<file path="src/rtl/dmem_responder.sv">
// rtl/dmem_responder.sv - data-side memory responder with LL/SC reservation
module dmem_responder #(
  parameter int ADDR_W   = 32,
  parameter int LINK_LSB = 2
) (
  input  logic              CLK,
  input  logic              nRST,
  input  logic              dREN,
  input  logic              dWEN,
  input  logic              datomic,
  input  logic [ADDR_W-1:0] daddr,
  input  logic [31:0]       dstore,
  output logic              dhit,
  output logic [31:0]       dload,
  output logic              ramREN,
  output logic              ramWEN,
  output logic [ADDR_W-1:0] ramaddr,
  output logic [31:0]       ramstore,
  input  logic [31:0]       ramload,
  input  logic              ramdone,
  input  logic              snoop_wr,
  input  logic [ADDR_W-1:0] snoop_addr,
  output logic              link_valid
);

  typedef enum logic [1:0] {
    IDLE   = 2'd0,
    ACCESS = 2'd1,
    RESP   = 2'd2
  } state_t;

  state_t                   state_q;
  logic                     op_write_q;
  logic                     op_atomic_q;
  logic                     dhit_q;
  logic [31:0]              dload_q;
  logic                     ramREN_q;
  logic                     ramWEN_q;
  logic [ADDR_W-1:0]        ramaddr_q;
  logic [31:0]              ramstore_q;
  logic                     link_valid_q;
  logic                     link_valid_d;
  logic [ADDR_W-1:LINK_LSB] link_addr_q;
  logic [ADDR_W-1:LINK_LSB] link_addr_d;

  logic                     snoop_hits_old;
  logic                     sc_ok;
  logic                     unused_snoop_lo;

  // Byte offset within a reservation granule never matters for snoops.
  assign unused_snoop_lo = ^snoop_addr[LINK_LSB-1:0];

  // Reservation next-state: operation effects first, snoop clear applied last so it wins.
  always_comb begin
    snoop_hits_old = snoop_wr && (snoop_addr[ADDR_W-1:LINK_LSB] == link_addr_q);
    sc_ok          = link_valid_q && (daddr[ADDR_W-1:LINK_LSB] == link_addr_q) && !snoop_hits_old;
    link_valid_d   = link_valid_q;
    link_addr_d    = link_addr_q;
    case (state_q)
      IDLE: begin
        if (dWEN && datomic && !sc_ok) begin
          link_valid_d = 1'b0;
        end
      end
      ACCESS: begin
        if (ramdone) begin
          if (!op_write_q && op_atomic_q) begin
            link_valid_d = 1'b1;
            link_addr_d  = ramaddr_q[ADDR_W-1:LINK_LSB];
          end else if (op_write_q && op_atomic_q) begin
            link_valid_d = 1'b0;
          end else if (op_write_q && (ramaddr_q[ADDR_W-1:LINK_LSB] == link_addr_q)) begin
            link_valid_d = 1'b0;
          end
        end
      end
      default: ;
    endcase
    // Compare against the post-update address so a snoop racing an LL still kills it.
    if (snoop_wr && (snoop_addr[ADDR_W-1:LINK_LSB] == link_addr_d)) begin
      link_valid_d = 1'b0;
    end
  end

  // Request FSM with registered RAM strobes and datapath response.
  always_ff @(posedge CLK) begin
    if (!nRST) begin
      state_q      <= IDLE;
      op_write_q   <= 1'b0;
      op_atomic_q  <= 1'b0;
      dhit_q       <= 1'b0;
      dload_q      <= 32'd0;
      ramREN_q     <= 1'b0;
      ramWEN_q     <= 1'b0;
      ramaddr_q    <= '0;
      ramstore_q   <= 32'd0;
      link_valid_q <= 1'b0;
      link_addr_q  <= '0;
    end else begin
      link_valid_q <= link_valid_d;
      link_addr_q  <= link_addr_d;
      case (state_q)
        IDLE: begin
          if (dREN || dWEN) begin
            op_write_q  <= dWEN;
            op_atomic_q <= datomic;
            ramaddr_q   <= daddr;
            ramstore_q  <= dstore;
            if (dWEN && datomic && !sc_ok) begin
              // Failed SC never touches RAM.
              state_q <= RESP;
              dhit_q  <= 1'b1;
              dload_q <= 32'd0;
            end else begin
              state_q  <= ACCESS;
              ramREN_q <= !dWEN;
              ramWEN_q <= dWEN;
            end
          end
        end
        ACCESS: begin
          if (ramdone) begin
            state_q  <= RESP;
            ramREN_q <= 1'b0;
            ramWEN_q <= 1'b0;
            dhit_q   <= 1'b1;
            if (!op_write_q) begin
              dload_q <= ramload;
            end else if (op_atomic_q) begin
              dload_q <= 32'd1;
            end
          end
        end
        RESP: begin
          state_q <= IDLE;
          dhit_q  <= 1'b0;
        end
        default: begin
          state_q <= IDLE;
        end
      endcase
    end
  end

  assign dhit       = dhit_q;
  assign dload      = dload_q;
  assign ramREN     = ramREN_q;
  assign ramWEN     = ramWEN_q;
  assign ramaddr    = ramaddr_q;
  assign ramstore   = ramstore_q;
  assign link_valid = link_valid_q;

endmodule

</file>
<file path="config.mk">
export PLATFORM = sky130hd
export DESIGN_NAME = dmem_responder
export DESIGN_NICKNAME = d
export VERILOG_FILES = /design/src/rtl/dmem_responder.sv
export SDC_FILE = /design/constraint.sdc
export NUM_CORES = 1
export LEC_CHECK = 0
export ABC_AREA = 0
export CAP_MARGIN = 20
export CORE_MARGIN = 1.5
export CORE_UTILIZATION = 43
export DETAILED_ROUTE_END_ITERATION = 7
export PLACE_DENSITY = 0.82
export RECOVER_POWER = 25
export SLEW_MARGIN = 20
export SYNTH_ARGS = -nofsm -noshare
export SYNTH_HDL_FRONTEND = slang
export SYNTH_SLANG_ARGS = --single-unit
</file>
<file path="constraint.sdc">
create_clock -name CLK -period 2.5 [get_ports CLK]
set_input_delay 0.5 -clock CLK [delete_from_list [all_inputs] [get_ports CLK]]
set_output_delay 0.5 -clock CLK [all_outputs]
set_load 0.02 [all_outputs]
</file>
; Yosys cells after proc, flatten, opt, wreduce, memory -nomap -nowiden
; Index checks and enable logic that the tools add are counted.
[word_totals]
register_bits = 134
inputBits = 135
[classes]
eq_ne = 12
mux = 30
bitwise_logic = 1
n_reduce_logical = 24
[ops]
columns = operator, n
row1 = 2-to-1 mux 32 bit, 5
row2 = == test 30 bit, 4
row3 = 2-to-1 mux 30 bit, 3
row4 = case mux 32 bit (2 select lines), 1
row5 = 2-to-1 mux 1 bit, 13
row6 = AND reduction 4 bit, 3
row7 = logical AND 1 bit, 9
row8 = inequality test 2 bit (second input constant), 4
row9 = 2-to-1 mux 2 bit, 3
row10 = case mux 1 bit (2 select lines), 3
row11 = AND reduction 5 bit, 1
row12 = zero test 1 bit, 4
row13 = inequality test 4 bit (second input constant), 1
row14 = case mux 2 bit (2 select lines), 1
row15 = AND reduction 2 bit, 2
row16 = inequality test 3 bit (second input constant), 1
row17 = case mux 1 bit (3 select lines), 1
row18 = nonzero test 3 bit, 1
row19 = == test 2 x 1 -> 1 bit (second input constant), 1
row20 = == test 2 bit (second input constant), 1
row21 = zero test 2 bit, 1
row22 = nonzero test 2 bit, 1
row23 = OR reduction 2 bit, 1
row24 = logical OR 1 bit, 1
row25 = NOT 1 bit, 1

; Depth between registers and ports, before layout
[logic_depth]
depth_word = 9
depth_mapped = 10

; Least setup slack after synthesis
; No wires, ideal clock.
[synth_timing]
path_kind = register -> register
start = register state_q[1]
end = register link_valid_q (netlist: link_valid)
setup_time_ps = 133
t_arrival_ps = 2019
path_slack_ps = 348
stages_incl_launch_ff = 10
synth_period_minus_slack_ps = 2152
path_cell_list = dfxtp_1 -> buf_6 -> nor3b_4 -> and3_4 -> buf_8 -> nand2_4 -> a32o_1 -> or4_1 -> nor4_1 -> nor3_1
[synth_via]
elab_chain_len = 5
[synth_rtl]
columns = item, line_no
row1 = "start, declared", 32  ; state_t state_q;
row2 = "start signal, assigned", 88  ; state_q <= IDLE;
row3 = "start signal, assigned", 111  ; state_q <= RESP;
row4 = "start signal, assigned", 115  ; state_q <= ACCESS;
row5 = == test 2 x 1 -> 1 bit, 59  ; case (state_q)
row6 = 2-to-1 mux 30 bit, 59
row7 = == test 30 bit, 80  ; if (snoop_wr && (snoop_addr[ADDR_W-1:LINK_LSB] == link_addr_d)) begin
row8 = logical AND 1 bit, 80
row9 = OR reduction 2 bit (no line), n/a
row10 = "end signal, assigned", 100  ; link_valid_q <= link_valid_d;
row11 = "end, declared", 41  ; logic link_valid_q;
; Several ways; a longest one is shown, not always the timed one.
; A chain may end at the register's enable or synchronous reset.

; Worst setup path in the final report
[layout_timing]
start = input port snoop_addr[6]
end = register dload_q[13] (netlist: dload[13])
[layout_via]
elab_chain_len = 8
[layout_rtl]
columns = item, line_no
row1 = "start, declared", 22  ; input logic [ADDR_W-1:0] snoop_addr,
row2 = == test 30 bit, 55  ; snoop_hits_old = snoop_wr && (snoop_addr[ADDR_W-1:LINK_LSB] == link_addr_q);
row3 = logical AND 1 bit, 55
row4 = zero test 1 bit, 56  ; sc_ok = link_valid_q && (daddr[ADDR_W-1:LINK_LSB] == link_addr_q) && !snoop_hits_old;
row5 = logical AND 1 bit, 56
row6 = zero test 1 bit, 109  ; if (dWEN && datomic && !sc_ok) begin
row7 = logical AND 1 bit, 109
row8 = inequality test 2 bit (no line), n/a
row9 = AND reduction 5 bit (no line), n/a
row10 = "end signal, assigned", 128  ; dload_q <= ramload;
row11 = "end, declared", 36  ; logic [31:0] dload_q;
; No other way between the ends.

==> summary.json <==
{
  "fmaxAchievable": {"value": 0.405, "unit": "GHz"},
  "tritoncts_num_sinks": {"value": 134},
  "timing.hold.worst.class": {"value": "input port to register"},
  "fin_worst_skew": {"value": 0.00938, "unit": "ns"},
  "drt-wirelength-per-cell": {"value": 17.8, "unit": "um"},
  "final_nets": {"value": 1222},
  "die_w": {"value": 128, "unit": "um"},
  "totalWireLength": {"value": 23.0, "unit": "mm"},
  "r2r_setup_slack": {"value": 0.10, "unit": "ns"},
  "max-vdd-ir-drop": {"value": 0.632, "unit": "mV"},
  "overall_die_height": {"value": 128, "unit": "um"},
  "cts_tree": {"value": "done"},
  "timing.critical_path.slowest_stage_cell": {"value": "clkdlybuf4s50_1"},
  "num_rows": {"value": 45},
  "worstHoldEndpoint": {"value": "ramaddr[12]"},
  "drt_drc_violations_left": {"value": 0},
  "worst-slew-pin-transition": {"value": 0.802, "unit": "ns"},
  "max_slew_margin": {"value": 46.5, "unit": "%"},
  "clock_tree.buffer_depth": {"value": 2},
  "detail_route.first_pass.iterations": {"value": 5},
  "hold-worst-slack": {"value": 0.391, "unit": "ns"},
  "design_area": {"value": 10300, "unit": "um^2"},
  "drive_above_1_share": {"value": 10.7, "unit": "%"},
  "capturing_point_of_the_worst_reg2reg_path": {"value": "link_valid"},
  "hp-start": {"value": "daddr[12]"},
  "mappedNetlistNets": {"value": 958},
  "placement.cell_area": {"value": 9450, "unit": "um^2"},
  "post_synth_instance_area": {"value": 6670, "unit": "um^2"},
  "diode_count": {"value": 0},
  "ys_seq_area_share": {"value": 40.2, "unit": "%"},
  "synth_enable_flop_cells": {"value": 0},
  "dp_hpwl": {"value": 15.8, "unit": "mm"},
  "grt_pass1_wl": {"value": 33.8, "unit": "mm"},
  "synth_seq_cells": {"value": 134},
  "startpoint_type": {"value": "input port"},
  "dr_total_vias": {"value": 6927},
  "via_count_of_the_first_global_routing_pass": {"value": 6462},
  "critPathMaxFanout": {"value": 6},
  "synth.avg_cell_area": {"value": 8.10, "unit": "um^2"},
  "numCtsBuffers": {"value": 17},
  "cts_hold_buf": {"value": 0},
  "antenna_violations_before_repair": {"value": 0},
  "h-tree-depth": {"value": 4},
  "root_buffer": {"value": "clkbuf_16"},
  "layout_min_cycle_time": {"value": 2.47, "unit": "ns"},
  "final_hold_viol_count": {"value": 0},
  "ant_nets": {"value": 0},
  "drt_iter0_drc": {"value": 617},
  "reg2reg_depth": {"value": 8},
  "grt_overflow_total": {"value": 0},
  "critPathLaunch": {"value": "snoop_addr[6]"},
  "run_status": {"value": "complete, no violations"},
  "grt_max_degree": {"value": 66},
  "max_slew_violation_total_from_the_final_report": {"value": 0},
  "p_per_area": {"value": 605, "unit": "nW/um^2"},
  "yosys_most_used_dff": {"value": "dfxtp_1"},
  "route.detailed.vias_per_inst": {"value": 5.38},
  "worst_path_clk_slew": {"value": 0.06, "unit": "ns"},
  "synth_cell_type_count": {"value": 56},
  "leakage_power": {"value": 4.02, "unit": "nW"},
  "worst_hold_path.num_cells": {"value": 3},
  "r2r-start": {"value": "state_q[1]"},
  "fp.coreArea": {"value": 15100, "unit": "um^2"},
  "routability_congestion": {"value": 1.00},
  "floorplan.die_area": {"value": 16300, "unit": "um^2"},
  "cp.required": {"value": 2.86, "unit": "ns"},
  "final_period_utilization": {"value": 98.9, "unit": "%"},
  "critical_path.cell_chain": {"value": "clkdlybuf4s50_1 -> xor2_1 -> nor4_2 -> o2111ai_2 -> nor4_4 -> o31a_4 -> clkbuf_16 -> nand3_1 -> o21ai_1"},
  "cells_after_synthesis": {"value": 823},
  "finalSetupViolCount": {"value": 0},
  "cp_bufs_invs": {"value": 2},
  "ios": {"value": 235},
  "path_delay_family": {"value": "simple AND/OR/NAND/NOR gates"},
  "initial_core_util": {"value": 44.0, "unit": "%"},
  "numPortBuffers": {"value": 232},
  "critical_path.max_stage_delay": {"value": 0.47, "unit": "ns"},
  "grt.total_usage": {"value": 26.8, "unit": "%"},
  "synthToLayoutAreaGrowth": {"value": 54.7, "unit": "%"},
  "clkLatencyLatePin": {"value": 0.42, "unit": "ns"},
  "setup.worst_path.class": {"value": "input port to register"},
  "worst-endpoint-arrival": {"value": 2.83, "unit": "ns"},
  "crit_path_end_kind": {"value": "register"},
  "ys.warnings.count": {"value": 0},
  "synth-async-reset-ratio": {"value": 0, "unit": "%"},
  "max_cap_check_violation_count": {"value": 0}
}
## logic make-up after synthesis
group,synth area share (%)
and+or+nand+nor,23.7
AOI/OAI and AO/OA,17.4
DFF,40.2
xor gates and xnor gates,12.5
buffers and inverters,4.77
muxes,1.37
## registers in the layout (all words and copies together), names as in the netlist, 2 cells and up
name / cells
dload: 32
state_q: 2
ramaddr: 32
ramstore: 32
link_addr_q: 30
## synthesized netlist by cell type (2+ instances only)
| master | instances | area [um^2] |
|---|---|---|
| nand2_1 | 220 | 826 |
| dfxtp_1 | 134 | 2680 |
| a21boi_0 | 91 | 683 |
| xor2_1 | 49 | 429 |
| xnor2_1 | 46 | 403 |
| nand3_1 | 39 | 195 |
| clkbuf_1 | 37 | 139 |
| o21ai_0 | 35 | 175 |
| inv_1 | 19 | 71.3 |
| nand2b_1 | 15 | 93.8 |
| nand4_1 | 15 | 93.8 |
| nor4_1 | 14 | 87.6 |
| nor2b_1 | 11 | 68.8 |
| mux2i_1 | 8 | 80.1 |
| nor2_1 | 8 | 30.0 |
| nor3_1 | 7 | 35.0 |
| buf_1 | 6 | 22.5 |
| o21ai_1 | 4 | 20.0 |
| o22ai_1 | 4 | 25.0 |
| a2111oi_0 | 3 | 26.3 |
| a21oi_1 | 3 | 15.0 |
| a221oi_1 | 3 | 26.3 |
| and2_1 | 3 | 18.8 |
| buf_4 | 3 | 22.5 |
| clkbuf_2 | 3 | 15.0 |
| o2111ai_1 | 3 | 26.3 |
| a221o_1 | 2 | 20.0 |
| a222oi_1 | 2 | 20.0 |
| a22oi_1 | 2 | 15.0 |
| a31o_2 | 2 | 17.5 |
| and3_1 | 2 | 12.5 |
| buf_2 | 2 | 10.0 |
| buf_6 | 2 | 22.5 |
| nand4b_1 | 2 | 17.5 |
| or3_1 | 2 | 12.5 |
| or4_1 | 2 | 15.0 |
## worst min-delay path, delay by kind of cell
kind            cells  cell delay (ns)
buf+inv             1             0.14
simple gates        1             0.06
compound gates      1             0.06
## cell usage in the layout, fill, tap and decap left out, drive strengths merged, types with 4 or more instances in the layout
cell type and instances:
a21boi 91, buf 58, clkbuf 28, clkdlybuf4s50 219, clkinv 7, dfxtp 134
dlymetal6s2s 12, inv 19, mux2i 8, nand2 221, nand2b 15, nand3 40
nand4 15, nor2 8, nor2b 11, nor3 7, nor4 14, o21ai 39
o22ai 4, xnor2 46, xor2 49
## area by class of cell
type,count,area (um^2)
clock inverter,13,155
inverter,19,71.3
sequential,134,2690
tap,188,235
fill,1222,4830
clock buffer,19,453
timing repair buffer,298,2950
multi-input combinational,617,3760
## worst max-delay path by stage
stage / to / slack [ns] / depth (start not counted)
after detailed placement: link_valid / -0.33 / 10
after floorplan: link_valid / 0.35 / 9
final: dload[13] / 0.03 / 9
after CTS: link_valid / 0.08 / 8
after global placement: link_valid / -0.33 / 10
after global routing: dload[30] / -0.01 / 11
## routing by layer
metal  wire length [um]  GRT usage (%)  vias to the layer above
met5                  0              0                        -
met4                588           10.2                        0
met3               1770           6.62                       47
met2              11200           43.7                      330
met1               9430           34.2                     3251
li1                   -              -                     3299
## timing repair
item / 4_1_cts / 5_1_grt
hold endpoints to repair: 0 / 0
resized for setup: 0 / 35
setup buffers: 0 / 4
endpoints found under the setup margin: 0 / 37
## power by group
group	switching (mW)	leakage (nW)	total [mW]	internal [mW]
Clock	0.960	0.295	2.57	1.61
Sequential	0.111	1.09	2.36	2.25
Combinational	0.655	2.64	1.31	0.654
Total	1.72	4.02	6.24	4.52
## per-stage QoR
step	TNS [ns]	utilization [%]	power, mW	setup WS (ns)	std cells
after floorplan	0	-	2.97	0.348	823
after global placement	-10.57	62.4	3.62	-0.333	1245
after detailed placement	-10.85	62.4	3.64	-0.330	1245
after CTS	0	66.4	6.21	0.0796	1277
after global routing	-0.0354	68.1	6.46	-0.0138	1288
final	0	68.1	6.24	0.0283	1288
Note: power is estimated with default switching activity, not from simulation.
